[config.mk]
export PLATFORM = sky130hd
export DESIGN_NAME = heartbeat_anim_flat
export DESIGN_NICKNAME = d
export VERILOG_FILES = /design/src/rtl/heartbeat_anim_if.sv /design/src/rtl/heartbeat_anim.sv /design/src/flat_wrapper.sv
export SDC_FILE = /design/constraint.sdc
export NUM_CORES = 1
export LEC_CHECK = 0
export ABC_AREA = 1
export ABC_CLOCK_PERIOD_IN_PS = 1930
export BUFFER_PORTS_ARGS = -buffer_cell sky130_fd_sc_hd__buf_2
export CAP_MARGIN = 20
export CORE_MARGIN = 4
export CORE_UTILIZATION = 60
export CTS_BUF_LIST = sky130_fd_sc_hd__clkbuf_2 sky130_fd_sc_hd__clkbuf_4 sky130_fd_sc_hd__clkbuf_8
export DETAILED_ROUTE_END_ITERATION = 8
export PLACE_DENSITY = 0.88
export SETUP_SLACK_MARGIN = 0.3
export SYNTH_ARGS = -nofsm -noshare
export SYNTH_HDL_FRONTEND = slang
export SYNTH_SLANG_ARGS = --single-unit
[constraint.sdc]
create_clock -name clk -period 1.93 [get_ports clk]
set_input_delay 0.386 -clock clk [delete_from_list [all_inputs] [get_ports clk]]
set_output_delay 0.386 -clock clk [all_outputs]
set_load 0.03 [all_outputs]
[src/rtl/heartbeat_anim_if.sv]
// Board-side bundle for the heartbeat animation engine: control inputs, display pins,
// step strobe and the current animation mode for observation.
interface heartbeat_anim_if #(
    parameter int N_DIGITS = 4
);
    // en is a level qualifier, not a handshake: while high every clock counts toward the
    // next step; frame_tick is a one-cycle strobe with no back-pressure.
    logic                en;
    logic [1:0]          mode;
    logic [N_DIGITS-1:0] an;
    logic [7:0]          sseg;
    logic                frame_tick;
    logic [1:0]          mode_state;

    modport master (
        output en, mode,
        input  an, sseg, frame_tick, mode_state
    );

    modport slave (
        input  en, mode,
        output an, sseg, frame_tick, mode_state
    );
endinterface

[src/rtl/heartbeat_anim.sv]
// Multiplexed common-anode seven-segment animation engine: heartbeat, sweep and bounce
// patterns paced by a step timer, with a free-running digit scan.
module heartbeat_anim #(
    parameter int N_DIGITS    = 4,
    parameter int STEP_TICKS  = 10_000_000,
    parameter int REFRESH_DIV = 50_000
) (
    input logic             clk,
    input logic             reset,
    heartbeat_anim_if.slave bus
);
    typedef enum logic [1:0] {
        HEARTBEAT = 2'd0,
        SWEEP     = 2'd1,
        BOUNCE    = 2'd2,
        BLANK     = 2'd3
    } mode_t;

    localparam int SW   = (N_DIGITS > 1) ? $clog2(N_DIGITS) : 1;
    localparam int RW   = (REFRESH_DIV > 1) ? $clog2(REFRESH_DIV) : 1;
    localparam int TW   = $clog2(STEP_TICKS);
    localparam int HALF = N_DIGITS / 2;

    localparam logic [SW-1:0] LAST  = SW'(N_DIGITS - 1);
    localparam logic [SW-1:0] HLAST = SW'(HALF - 1);
    localparam logic          UP    = 1'b0;
    localparam logic          DOWN  = 1'b1;

    logic [RW-1:0]       ref_cnt;
    logic [SW-1:0]       sel;
    logic [TW-1:0]       step_cnt;
    logic [SW-1:0]       pos, next_pos;
    logic                dir, next_dir;
    mode_t               mode_q, mode_in;
    logic [N_DIGITS-1:0] an_q;
    logic [7:0]          sseg_q;
    logic                frame_tick_q;

    assign mode_in        = mode_t'(bus.mode);
    assign bus.an         = an_q;
    assign bus.sseg       = sseg_q;
    assign bus.frame_tick = frame_tick_q;
    assign bus.mode_state = mode_q;

    // BLANK has no start position of its own, so entering it keeps whatever was showing.
    function automatic logic [SW-1:0] start_pos(input mode_t m, input logic [SW-1:0] cur);
        case (m)
            HEARTBEAT:     start_pos = '0;
            SWEEP, BOUNCE: start_pos = LAST;
            default:       start_pos = cur;
        endcase
    endfunction

    function automatic logic start_dir(input mode_t m, input logic cur);
        case (m)
            HEARTBEAT:     start_dir = UP;
            SWEEP, BOUNCE: start_dir = DOWN;
            default:       start_dir = cur;
        endcase
    endfunction

    function automatic logic [7:0] pattern(input logic [SW-1:0] s, input logic [SW-1:0] p,
                                           input mode_t m);
        int si;
        int pi;
        si      = int'(s);
        pi      = int'(p);
        pattern = 8'hFF;
        case (m)
            HEARTBEAT: begin
                if (si == HALF + pi)          pattern = 8'hCF;
                else if (si == HALF - 1 - pi) pattern = 8'hF9;
            end
            SWEEP:   if (s == p) pattern = 8'hBF;
            BOUNCE:  if (s == p) pattern = 8'hA3;
            default: pattern = 8'hFF;
        endcase
    endfunction

    // Position advance for one animation step; both ping-pong modes turn at the ends
    // without dwelling, so endpoints appear once per pass.
    always_comb begin
        next_pos = pos;
        next_dir = dir;
        case (mode_q)
            HEARTBEAT: begin
                if (HALF > 1) begin
                    if (dir == UP) begin
                        if (pos == HLAST) begin
                            next_pos = pos - SW'(1);
                            next_dir = DOWN;
                        end else begin
                            next_pos = pos + SW'(1);
                        end
                    end else if (pos == '0) begin
                        next_pos = SW'(1);
                        next_dir = UP;
                    end else begin
                        next_pos = pos - SW'(1);
                    end
                end
            end
            SWEEP: next_pos = (pos == '0) ? LAST : pos - SW'(1);
            BOUNCE: begin
                if (dir == DOWN) begin
                    if (pos == '0) begin
                        next_pos = SW'(1);
                        next_dir = UP;
                    end else begin
                        next_pos = pos - SW'(1);
                    end
                end else if (pos == LAST) begin
                    next_pos = LAST - SW'(1);
                    next_dir = DOWN;
                end else begin
                    next_pos = pos + SW'(1);
                end
            end
            default: begin
                next_pos = pos;
                next_dir = dir;
            end
        endcase
    end

    always_ff @(posedge clk) begin
        if (reset) begin
            ref_cnt      <= '0;
            sel          <= '0;
            step_cnt     <= '0;
            mode_q       <= mode_in;
            pos          <= start_pos(mode_in, '0);
            dir          <= start_dir(mode_in, UP);
            an_q         <= '1;
            sseg_q       <= 8'hFF;
            frame_tick_q <= 1'b0;
        end else begin
            if (ref_cnt == RW'(REFRESH_DIV - 1)) begin
                ref_cnt <= '0;
                sel     <= (sel == LAST) ? '0 : sel + SW'(1);
            end else begin
                ref_cnt <= ref_cnt + RW'(1);
            end

            an_q   <= (mode_q == BLANK) ? '1 : ~(N_DIGITS'(1) << sel);
            sseg_q <= pattern(sel, pos, mode_q);

            // A mode change wins over a coincident terminal count and ignores en.
            if (mode_in != mode_q) begin
                mode_q       <= mode_in;
                pos          <= start_pos(mode_in, pos);
                dir          <= start_dir(mode_in, dir);
                step_cnt     <= '0;
                frame_tick_q <= 1'b0;
            end else if (bus.en && step_cnt == TW'(STEP_TICKS - 1)) begin
                step_cnt     <= '0;
                pos          <= next_pos;
                dir          <= next_dir;
                frame_tick_q <= 1'b1;
            end else begin
                if (bus.en) step_cnt <= step_cnt + TW'(1);
                frame_tick_q <= 1'b0;
            end
        end
    end
endmodule

[src/flat_wrapper.sv]
// flat-port wrapper written by rule: the top's interface ports become plain ports
module heartbeat_anim_flat 
#(
    parameter int N_DIGITS    = 4,
    parameter int STEP_TICKS  = 10_000_000,
    parameter int REFRESH_DIV = 50_000
)
  (clk, reset, bus_en, bus_mode, bus_an, bus_sseg, bus_frame_tick, bus_mode_state);
  heartbeat_anim_if #(.N_DIGITS(N_DIGITS)) bus_i ();
  input logic clk;
  input logic reset;
  input wire logic [$bits(bus_i.en)-1:0] bus_en;
  input wire logic [$bits(bus_i.mode)-1:0] bus_mode;
  output wire logic [$bits(bus_i.an)-1:0] bus_an;
  output wire logic [$bits(bus_i.sseg)-1:0] bus_sseg;
  output wire logic [$bits(bus_i.frame_tick)-1:0] bus_frame_tick;
  output wire logic [$bits(bus_i.mode_state)-1:0] bus_mode_state;
  assign bus_i.en = bus_en;
  assign bus_i.mode = bus_mode;
  assign bus_an = bus_i.an;
  assign bus_sseg = bus_i.sseg;
  assign bus_frame_tick = bus_i.frame_tick;
  assign bus_mode_state = bus_i.mode_state;
  heartbeat_anim #(.N_DIGITS(N_DIGITS), .STEP_TICKS(STEP_TICKS), .REFRESH_DIV(REFRESH_DIV)) u_core (.clk(clk), .reset(reset), .bus(bus_i));
endmodule
==> flow_summary.json, run 1 <==
{
  "rows": 26,
  "overflow": 0,
  "dp_hpwl_mm": 4.59,
  "fin_tns_setup_ns": 0,
  "cts-root-buf": "clkbuf_8",
  "syn2layout_area_growth_pct": 15.5,
  "period_share": 0.816,
  "die_h_um": 80.3,
  "finClkSkew_ns": 0.00897,
  "cts_hold_buf": 0,
  "min_path_type": "in -> reg",
  "routed-via-count": 2824,
  "grt_max_degree": 17,
  "slew_viol_final": 0,
  "ios": 20,
  "ant_nets": 0,
  "fill_cells": 410,
  "antenna_found_initial": 0,
  "peakVddDrop_v": 0.000567,
  "diodes": 0,
  "core-area_um2": 5070,
  "setup_viol": 0,
  "path_clk_slew_ns": 0.07,
  "fmax_mhz": 635,
  "maxCapViolations": 0,
  "end_kind": "flip-flop",
  "final_nets": 492,
  "synth_ff_type": "dfxtp_1",
  "synthArstFlopShare": 0,
  "min_period_ns": 1.58,
  "syn_inst": 441,
  "fin_util": 0.714,
  "yosysWarnings": 0,
  "drt_first_iter_violations": 127,
  "cpPeakStageDelay_ns": 0.51,
  "die_w_um": 80.3,
  "instances_no_fill": 547,
  "yosysTopAreaCell": "dfxtp_1",
  "cts_max_level": 3,
  "synthTopCellsByArea": "dfxtp_1 34%, nand2_1 12%, nor2_1 9.1%",
  "io_buffers": 17,
  "final_area_um2": 3630,
  "status": "completed",
  "routabilityCongestion": 0.869,
  "netSwitchingFraction": 0.256,
  "clk_latency_ns": 0.35,
  "seqCellArea_um2": 1220,
  "grt_pass1_vias": 2590,
  "numCtsBuffers": 9,
  "grt.total_usage": 0.217,
  "synth-seq-cells": 58,
  "start_kind": "flip-flop",
  "combPwrFrac": 0.114,
  "vias_per_cell": 5.16,
  "finalHoldViolCount": 0,
  "ys_top_cells_by_count": "100 x nand2_1, 76 x nor2_1, 62 x inv_1, 53 x dfxtp_1, 27 x nand3_1",
  "rsz0062_at_grt": "true",
  "cts.sinks": 58,
  "multi_input_area_um2": 1720,
  "drive_above_1_share": 0.180,
  "first_pass_iters": 4,
  "synth_most_common_cell": "nand2_1",
  "placed_cells": 526,
  "synth_area_um2": 3140,
  "worstSetupPathType": "reg -> reg",
  "wl_per_cell_um": 11.9,
  "p_sw_mw": 0.738,
  "start_util": 0.619,
  "critPathSlowestCell": "edfxtp_1",
  "clockBufferDepth": 2,
  "drc": 0,
  "p_clk_frac": 0.437,
  "wl_mm": 6.49,
  "intPower_mw": 2.14,
  "p_leak_nw": 1.45,
  "power_frac_seq": 0.449,
  "ys_types": 29,
  "required_ns": 2.22,
  "grt_pass1_wl_mm": 10.9,
  "synth_top_area_frac": 0.338,
  "die_area_um2": 6460,
  "worstPathCellList": "xnor2_2 > nand3_4 > buf_6 > nor2_4 > nand2_2 > nor2_2",
  "p_per_area_nw_per_um2": 795,
  "syn_area_per_cell_um2": 7.12,
  "synth_edf_count": 5,
  "crit_arrival_ns": 1.86,
  "ys_seq_area_frac": 0.386,
  "cts_tree": "done",
  "placed_area_um2": 3290,
  "timing.critical_path.fanout_max": 8
}
## cells by family after synthesis
kind of cell               count (synthesis)  share of synthesized area
adders and majority gates                 15                     0.0598
DFF                                       58                      0.386
and+or+nand+nor                          250                      0.364
xor gates and xnor gates                  17                     0.0474
buffers and inverters                     68                     0.0884
other                                      1                    0.00119
AOI/OAI and AO/OA                         32                     0.0534
## sequential cells by signal, summed over array words and instances, names as in the netlist, named ones only
name and cells:
u_core.ref_cnt 16, u_core.bus.an 4, u_core.sel 2, u_core.bus.mode_state 2
u_core.bus.sseg 6, u_core.pos 2, u_core.step_cnt 24, u_core.bus.frame_tick 1
## per-stage QoR
step	total power, mW	worst slack, ns	hold slack, ns
final	2.88	0.355	0.261
after global routing	2.98	0.261	0.273
after CTS	2.86	0.304	0.250
after detailed placement	1.60	0.289	0.445
after global placement	1.59	0.343	0.431
after floorplan	1.53	0.324	0.417
## repair_timing
| action | 4_1_cts | 5_1_grt |
|---|---|---|
| buffers inserted | 1 | 4 |
| setup endpoints to repair | 5 | 28 |
| gates resized for setup | 2 | 25 |
| pin swaps | 1 | 11 |
| hold endpoints to repair | 0 | 0 |
## power groups by stage
stage,Sequential (mW),Clock (mW),Combinational [mW]
4_1_cts,1.29,1.28,0.290
5_1_grt,1.30,1.32,0.359
2_1_floorplan,1.35,0,0.182
3_5_place_dp,1.32,0,0.282
3_3_place_gp,1.32,0,0.273
6_report,1.29,1.26,0.327
## worst paths after layout
path	start	end	depth (start not counted)	slack [ns]
max	u_core.bus.mode_state[0]	u_core.step_cnt[20]	6	0.35
min	reset	u_core.sel[0]	2	0.26
max reg2reg	u_core.bus.mode_state[0]	u_core.step_cnt[20]	6	0.35
min reg2reg	u_core.ref_cnt[0]	u_core.ref_cnt[0]	1	0.45
## cell usage in the layout (no fill, tap or decap), drive strengths merged, types with 8 or more instances in the layout
cell,synthesis,final
nand4,16,16
nor3,9,9
ha,15,15
o21ai,8,8
buf,4,23
xor2,12,12
nor2,85,85
a21oi,20,20
inv,64,64
nand2,108,108
dfxtp,53,53
nand3,30,30
clkbuf,0,11
## layout make-up
cell class                      count  share of cell area
Tap cell                           70              0.0242
Clock inverter                      5              0.0214
Multi-Input combinational cell    316               0.475
Inverter                           64              0.0669
Clock buffer                       11              0.0400
Timing Repair Buffer               23              0.0369
Sequential cell                    58               0.336
## per-layer routing
layer  wire [µm]  vias up  track usage  share of wire
met5           0        -            0              0
met4         160        0       0.0929          0.025
met3         302       17       0.0717          0.047
met2        3220       60        0.380           0.50
met1        2810     1293        0.238           0.43
li1            -     1454            -              -
## worst max-delay path, delay by kind of cell, from the launching register on
kind	cells	cell delay, ns
simple gates	4	0.56
flops	1	0.51
buf+inv	1	0.16
xor+xnor	1	0.28
No activity file was read; power rests on OpenSTA's default activity.
==> run 2, diff against run 1 <==
--- a/config.mk
+++ b/config.mk
@@ -6,11 +6,11 @@
 export NUM_CORES = 1
 export LEC_CHECK = 0
 export ABC_AREA = 1
-export ABC_CLOCK_PERIOD_IN_PS = 1930
+export ABC_CLOCK_PERIOD_IN_PS = 1390
 export BUFFER_PORTS_ARGS = -buffer_cell sky130_fd_sc_hd__buf_2
 export CAP_MARGIN = 20
 export CORE_MARGIN = 4
-export CORE_UTILIZATION = 60
+export CORE_UTILIZATION = 57
 export CTS_BUF_LIST = sky130_fd_sc_hd__clkbuf_2 sky130_fd_sc_hd__clkbuf_4 sky130_fd_sc_hd__clkbuf_8
 export DETAILED_ROUTE_END_ITERATION = 8
 export PLACE_DENSITY = 0.88
==> constraint.sdc (replaced) <==
create_clock -name clk -period 1.39 [get_ports clk]
set_input_delay 0.278 -clock clk [delete_from_list [all_inputs] [get_ports clk]]
set_output_delay 0.278 -clock clk [all_outputs]
set_load 0.03 [all_outputs]
==> run 2 against run 1 <==
Synthesized area is the same. The run now fails in global routing. Synthesized cell count is the same.
==> flow_summary.json, run 2 <==
{
  "synth_edf_count": 5,
  "cts_max_level": 3,
  "die_h_um": 82.2,
  "die_w_um": 82.2,
  "syn_inst": 441,
  "ys_seq_area_frac": 0.386,
  "flow.first_error": "[ERROR DPL-0038] Utilization greater than 100%, impossible to legalize",
  "yosysWarnings": 0,
  "synth_ff_type": "dfxtp_1",
  "io_buffers": 17,
  "endpoint_type": "register input",
  "start_util": 0.600,
  "numCtsBuffers": 9,
  "clockBufferDepth": 2,
  "grt_max_degree": 11,
  "cts-root-buf": "clkbuf_8",
  "synthTopCellsByArea": "dfxtp_1 34%, nand2_1 12%, nor2_1 9.1%",
  "yosysTopAreaCell": "dfxtp_1",
  "status": "did not finish",
  "cts_hold_buf": 0,
  "routabilityCongestion": 0.880,
  "synth_most_common_cell": "nand2_1",
  "synth_area_um2": 3140,
  "rows": 26,
  "worst_endpoint": "u_core.step_cnt[22]$_SDFFE_PP0P_/D",
  "synth_top_area_frac": 0.338,
  "dp_hpwl_mm": 5.48,
  "synth-seq-cells": 58,
  "ys_types": 29,
  "syn_area_per_cell_um2": 7.12,
  "ios": 20,
  "lastStage": "global routing",
  "ys_top_cells_by_count": "100 x nand2_1, 76 x nor2_1, 62 x inv_1, 53 x dfxtp_1, 27 x nand3_1",
  "synthArstFlopShare": 0,
  "cts.sinks": 58
}
run 2: cell counts after synthesis:
Identical to the previous run, type by type.
run 2: cells by family after synthesis:
logic type	Yosys count	share of synthesized area
AO/OA/AOI/OAI	32	0.0534
XOR/XNOR	17	0.0474
adder cells (fa/ha/maj)	15	0.0598
buffers and inverters	68	0.0884
flip-flops	58	0.386
other	1	0.00119
AND/OR/NAND/NOR	250	0.364
run 2: what timing repair did:
item	in CTS
hold endpoints to repair	0
endpoints found under the setup margin	74
gates cloned	3
gates resized for setup	144
pin swaps	34
buffers inserted	14
run 2: through the flow:
step                worst slack [ns]  cell area (µm²)  TNS [ns]  cells  hold slack, ns
floorplan                     -0.211             3230     -2.87    442           0.347
detailed placement            -0.151             3790     -3.27    581           0.446
global placement             -0.0821             3790    -0.480    581           0.429
CTS                           -0.157             4620     -2.58    614           0.146
==> run 3, diff against run 2 <==
==> config.mk (replaced) <==
export PLATFORM = sky130hd
export DESIGN_NAME = heartbeat_anim_flat
export DESIGN_NICKNAME = d
export VERILOG_FILES = /design/src/rtl/heartbeat_anim_if.sv /design/src/rtl/heartbeat_anim.sv /design/src/flat_wrapper.sv
export SDC_FILE = /design/constraint.sdc
export NUM_CORES = 1
export LEC_CHECK = 0
export ABC_AREA = 1
export ABC_CLOCK_PERIOD_IN_PS = 1800
export BUFFER_PORTS_ARGS = -buffer_cell sky130_fd_sc_hd__buf_2
export CAP_MARGIN = 20
export CORE_MARGIN = 4
export CORE_UTILIZATION = 40
export DETAILED_ROUTE_END_ITERATION = 8
export PLACE_DENSITY_LB_ADDON = 0.15
export SYNTH_ARGS = -nofsm -noshare
export SYNTH_HDL_FRONTEND = slang
export SYNTH_SLANG_ARGS = --single-unit
==> constraint.sdc (replaced) <==
create_clock -name clk -period 1.8 [get_ports clk]
set_input_delay 0.36 -clock clk [delete_from_list [all_inputs] [get_ports clk]]
set_output_delay 0.36 -clock clk [all_outputs]
set_load 0.03 [all_outputs]
==> run 3 against run 2 <==
The run now ends clean.
==> flow_summary.json, run 3 (synthesized netlist as in run 1, its figures left out) <==
{
  "status": "completed",
  "path_clk_slew_ns": 0.07,
  "min_period_ns": 1.60,
  "pre_cts_ws_ns": 0.189,
  "cts_hold_buf": 0,
  "antenna_found_initial": 0,
  "p_clk_frac": 0.443,
  "finalHoldViolCount": 0,
  "critPathSlowestCell": "edfxtp_1",
  "die_w_um": 96.6,
  "final_nets": 489,
  "end_kind": "flip-flop",
  "fin_hold_ws_ns": 0.243,
  "worstSetupPathType": "reg -> reg",
  "slew_viol_final": 0,
  "cpPeakStageDelay_ns": 0.48,
  "numCtsBuffers": 9,
  "intPower_mw": 2.26,
  "power_frac_seq": 0.456,
  "fmax_mhz": 624,
  "fin_util": 0.463,
  "first_pass_iters": 4,
  "vias_per_cell": 4.78,
  "drive_above_1_share": 0.124,
  "start_kind": "flip-flop",
  "dp_hpwl_mm": 4.94,
  "mostFrequentLayoutCell": "nand2_1",
  "syn2layout_area_growth_pct": 13.4,
  "min_path_type": "in -> reg",
  "wl_mm": 6.58,
  "setup_slack_ns": 0.196,
  "clk_latency_ns": 0.33,
  "die_h_um": 96.6,
  "ant_nets": 0,
  "fin_tns_setup_ns": 0,
  "routabilityCongestion": 0.887,
  "clockBufferDepth": 2,
  "io_buffers": 17,
  "timing.critical_path.fanout_max": 5,
  "cts_tree": "done",
  "setup_viol": 0,
  "rows": 32,
  "grt_max_degree": 17,
  "cts.sinks": 58,
  "rsz0062_at_grt": "false",
  "drt_first_iter_violations": 94,
  "peakVddDrop_v": 0.000445,
  "period_share": 0.891,
  "cts_resized": 0,
  "largest_reg_flops": 24,
  "final_cell_mix": "100 x nand2_1, 76 x nor2_1, 62 x inv_1",
  "grt_pass1_wl_mm": 11.6,
  "p_sw_mw": 0.776,
  "cts_max_level": 3,
  "netSwitchingFraction": 0.256,
  "grt.total_usage": 0.150,
  "required_ns": 2.02,
  "p_leak_nw": 1.43,
  "diodes": 0,
  "postCtsSetupBuffers": 0,
  "wl_per_cell_um": 11.4,
  "die_area_um2": 9330,
  "drc": 0,
  "worstPathCellList": "ha_1 > or2_2 > inv_1 > nand3_1 > o22ai_1 > nand2_1",
  "cts-root-buf": "clkbuf_8",
  "p_per_area_nw_per_um2": 853,
  "grt_pass1_vias": 2606,
  "core-area_um2": 7690,
  "maxCapViolations": 0,
  "routed-via-count": 2751,
  "overflow": 0,
  "ios": 20,
  "crit_arrival_ns": 1.82,
  "start_util": 0.409,
  "finClkSkew_ns": 0.0116,
  "combPwrFrac": 0.101,
  "regMostFlops": "u_core.step_cnt"
}
run 3: critical path: cells and delay by family (launching register included):
kind,cells,cell delay (ns)
flops,1,0.48
simple gates,3,0.47
fa+ha+maj,1,0.22
buf+inv,1,0.14
compound gates,1,0.19
run 3: power by group through the flow:
stage               Sequential [mW]  Clock, mW  Combinational, mW
finish                         1.39       1.34              0.307
global route                   1.39       1.45              0.352
CTS                            1.39       1.38              0.310
detailed placement             1.42          0              0.308
global placement               1.41          0              0.302
floorplan                      1.45          0              0.195
run 3: metrics by stage:
step / power (mW) / cells / area (µm²)
finish: 3.04 / 576 / 3560
global placement: 1.72 / 560 / 3340
CTS: 3.08 / 576 / 3560
global route: 3.19 / 576 / 3560
floorplan: 1.64 / 442 / 3140
detailed placement: 1.72 / 560 / 3340
run 3: area by class of cell:
class / instances / area (µm²)
clock buffers: 11 / 141
multi-input cells: 316 / 1660
inverters: 64 / 240
clock inverters: 5 / 77.6
well taps: 102 / 128
repair buffers: 20 / 108
flip-flops and latches: 58 / 1210
fillers: 808 / 4130
run 3: worst paths after layout:
| kind | start | end | slack [ns] | cells after the start |
|---|---|---|---|---|
| min reg2reg | u_core.ref_cnt[0] | u_core.ref_cnt[0] | 0.45 | 1 |
| max | u_core.bus.mode_state[1] | u_core.bus.sseg[5] | 0.20 | 6 |
| min | reset | u_core.sel[1] | 0.24 | 2 |
| max reg2reg | u_core.bus.mode_state[1] | u_core.bus.sseg[5] | 0.20 | 6 |
run 3: per-layer routing:
metal | global-route usage | up-vias | wire length [µm]
li1 | - | 1446 | -
met1 | 0.188 | 1243 | 3180
met2 | 0.242 | 52 | 3000
met3 | 0.0404 | 10 | 265
met4 | 0.0637 | 0 | 134
met5 | 0 | - | 0
==> run 4, diff against run 3 <==
--- a/config.mk
+++ b/config.mk
@@ -5,10 +5,12 @@
 export SDC_FILE = /design/constraint.sdc
 export NUM_CORES = 1
 export LEC_CHECK = 0
-export ABC_AREA = 1
+export ABC_AREA = 0
 export ABC_CLOCK_PERIOD_IN_PS = 1800
 export BUFFER_PORTS_ARGS = -buffer_cell sky130_fd_sc_hd__buf_2
 export CAP_MARGIN = 20
+export CELL_PAD_IN_SITES_DETAIL_PLACEMENT = 0
+export CELL_PAD_IN_SITES_GLOBAL_PLACEMENT = 1
 export CORE_MARGIN = 4
 export CORE_UTILIZATION = 40
 export DETAILED_ROUTE_END_ITERATION = 8
==> run 4 against run 3 <==
Synthesized area is 8.4% lower. Synthesized cell count is 29% lower. The flow now finishes with violations (setup timing). Clock skew is 0.0034 ns lower. Critical endpoint is now u_core.pos[0]. Highest routed layer unchanged.
==> flow_summary.json, run 4 <==
{
  "setup_slack_ns": -0.0749,
  "r2r_start": "u_core.step_cnt[7]",
  "ys_seq_area_frac": 0.421,
  "critical_path.top_delay_family": "simple AND/OR/NAND/NOR gates",
  "setup_viol": 13,
  "hp-start": "bus_mode[0]",
  "synthTopCellsByArea": "dfxtp_1 37%, ha_1 6.5%, xnor2_1 6.1%",
  "start_kind": "flip-flop",
  "end_kind": "flip-flop",
  "pre_cts_ws_ns": -0.0796,
  "maxCapViolations": 0,
  "regMostFlops": "u_core.step_cnt",
  "wl_per_cell_um": 12.4,
  "grt.total_usage": 0.148,
  "overflow": 0,
  "grt_max_degree": 16,
  "cts_max_level": 3,
  "io_buffers": 17,
  "clockBufferDepth": 2,
  "drive_above_1_share": 0.289,
  "die_h_um": 92.8,
  "p_per_area_nw_per_um2": 797,
  "critPathBufInv": 0,
  "drt_first_iter_violations": 73,
  "diodes": 0,
  "rrSetupSlack_ns": -0.07,
  "largest_reg_flops": 24,
  "crit_arrival_ns": 1.90,
  "vias_per_cell": 5.03,
  "fin_tns_setup_ns": -0.321,
  "required_ns": 1.82,
  "fmax_mhz": 533,
  "wl_mm": 5.97,
  "ys_types": 50,
  "ys_top_cells_by_count": "53 x dfxtp_1, 39 x nor2_1, 23 x nand2_1, 20 x xnor2_1, 19 x inv_1",
  "synth_edf_count": 5,
  "cpPeakStageDelay_ns": 0.54,
  "routed-via-count": 2413,
  "syn_inst": 315,
  "dp_hpwl_mm": 4.39,
  "yosysTopAreaCell": "dfxtp_1",
  "status": "finished with violations",
  "ios": 20,
  "syn_area_per_cell_um2": 9.13,
  "p_leak_nw": 1.36,
  "cts-root-buf": "clkbuf_8",
  "worstSetupPathType": "reg -> reg",
  "rows": 30,
  "placed_area_um2": 3420,
  "finalHoldViolCount": 0,
  "mostFrequentLayoutCell": "dfxtp_1",
  "synth_area_um2": 2880,
  "path_clk_slew_ns": 0.07,
  "fin_util": 0.532,
  "final_area_um2": 3670,
  "syn2layout_area_growth_pct": 27.7,
  "grt_pass1_wl_mm": 10.3,
  "ant_nets": 0,
  "drc": 0,
  "slew_viol_final": 0,
  "first_pass_iters": 4,
  "synth-seq-cells": 58,
  "die_area_um2": 8610,
  "synth_most_common_cell": "dfxtp_1",
  "cts_tree": "done",
  "numCtsBuffers": 9,
  "min_period_ns": 1.87,
  "finClkSkew_ns": 0.00816,
  "start_util": 0.416,
  "violations": "setup timing",
  "fin_hold_ws_ns": 0.265,
  "synth_top_area_frac": 0.369,
  "final_nets": 400,
  "cts.sinks": 58,
  "peakVddDrop_v": 0.000340,
  "grt_pass1_vias": 2251,
  "worstPathCellList": "or4b_4 > nor4_4 > nand3_1 > a211oi_2",
  "total_power_mw": 2.93,
  "crit_start": "u_core.step_cnt[7]",
  "routabilityCongestion": 0.789,
  "yosysWarnings": 0,
  "placed_cells": 463,
  "critPathSlowestCell": "or4b_4",
  "clk_latency_ns": 0.33,
  "min_path_type": "in -> reg",
  "final_cell_mix": "51 x dfxtp_1, 43 x buf_4, 32 x nor2_1",
  "synthArstFlopShare": 0,
  "timing.critical_path.fanout_max": 2,
  "instances_no_fill": 480,
  "die_w_um": 92.8,
  "rsz0062_at_grt": "true",
  "period_share": 1.04,
  "core-area_um2": 6910,
  "synth_ff_type": "dfxtp_1",
  "antenna_found_initial": 0
}
-- run 4: final timing paths --
check	to	depth (start not counted)
worst max-delay path	u_core.pos[0]	4
worst min-delay path	u_core.bus.mode_state[0]	1
worst max register to register	u_core.pos[0]	4
worst min register to register	u_core.ref_cnt[15]	2
-- run 4: cells by family (layout without fill, tap and decap cells) --
| group | after synthesis | after routing | synth area share |
|---|---|---|---|
| fa+ha+maj | 15 | 15 | 0.0653 |
| mux | 2 | 2 | 0.00696 |
| compound gates | 37 | 37 | 0.0814 |
| other cells | 1 | 2 | 0.00130 |
| xor+xnor | 31 | 31 | 0.0944 |
| flops | 58 | 58 | 0.421 |
| buf+inv | 30 | 98 | 0.0527 |
| simple gates | 141 | 141 | 0.277 |
-- run 4: layout make-up --
cell class,instances,area [µm²]
clock buffer,12,176
fill,660,3240
sequential,58,1210
multi-input combinational,228,1590
tap,96,120
timing repair buffer,64,484
clock inverter,3,20.0
inverter,19,71.3
-- run 4: layer usage --
layer / vias up / track usage / wire length, µm
met3: 5 / 0.0536 / 257
li1: 1234 / - / -
met4: 0 / 0.0403 / 49
met1: 1129 / 0.193 / 2980
met2: 45 / 0.232 / 2680
met5: - / 0 / 0
-- run 4: timing repair --
action                     CTS  global route
pin swaps                    1             0
setup buffers                1             0
gates cloned                 0             1
setup endpoints to repair    3            25
resized for setup            0             9
hold buffers                 0             0
-- run 4: power by group --
part,internal [mW],switching [mW],leakage (nW)
clock,0.652,0.519,0.104
sequential,1.35,0.0319,0.482
combinational,0.158,0.215,0.773
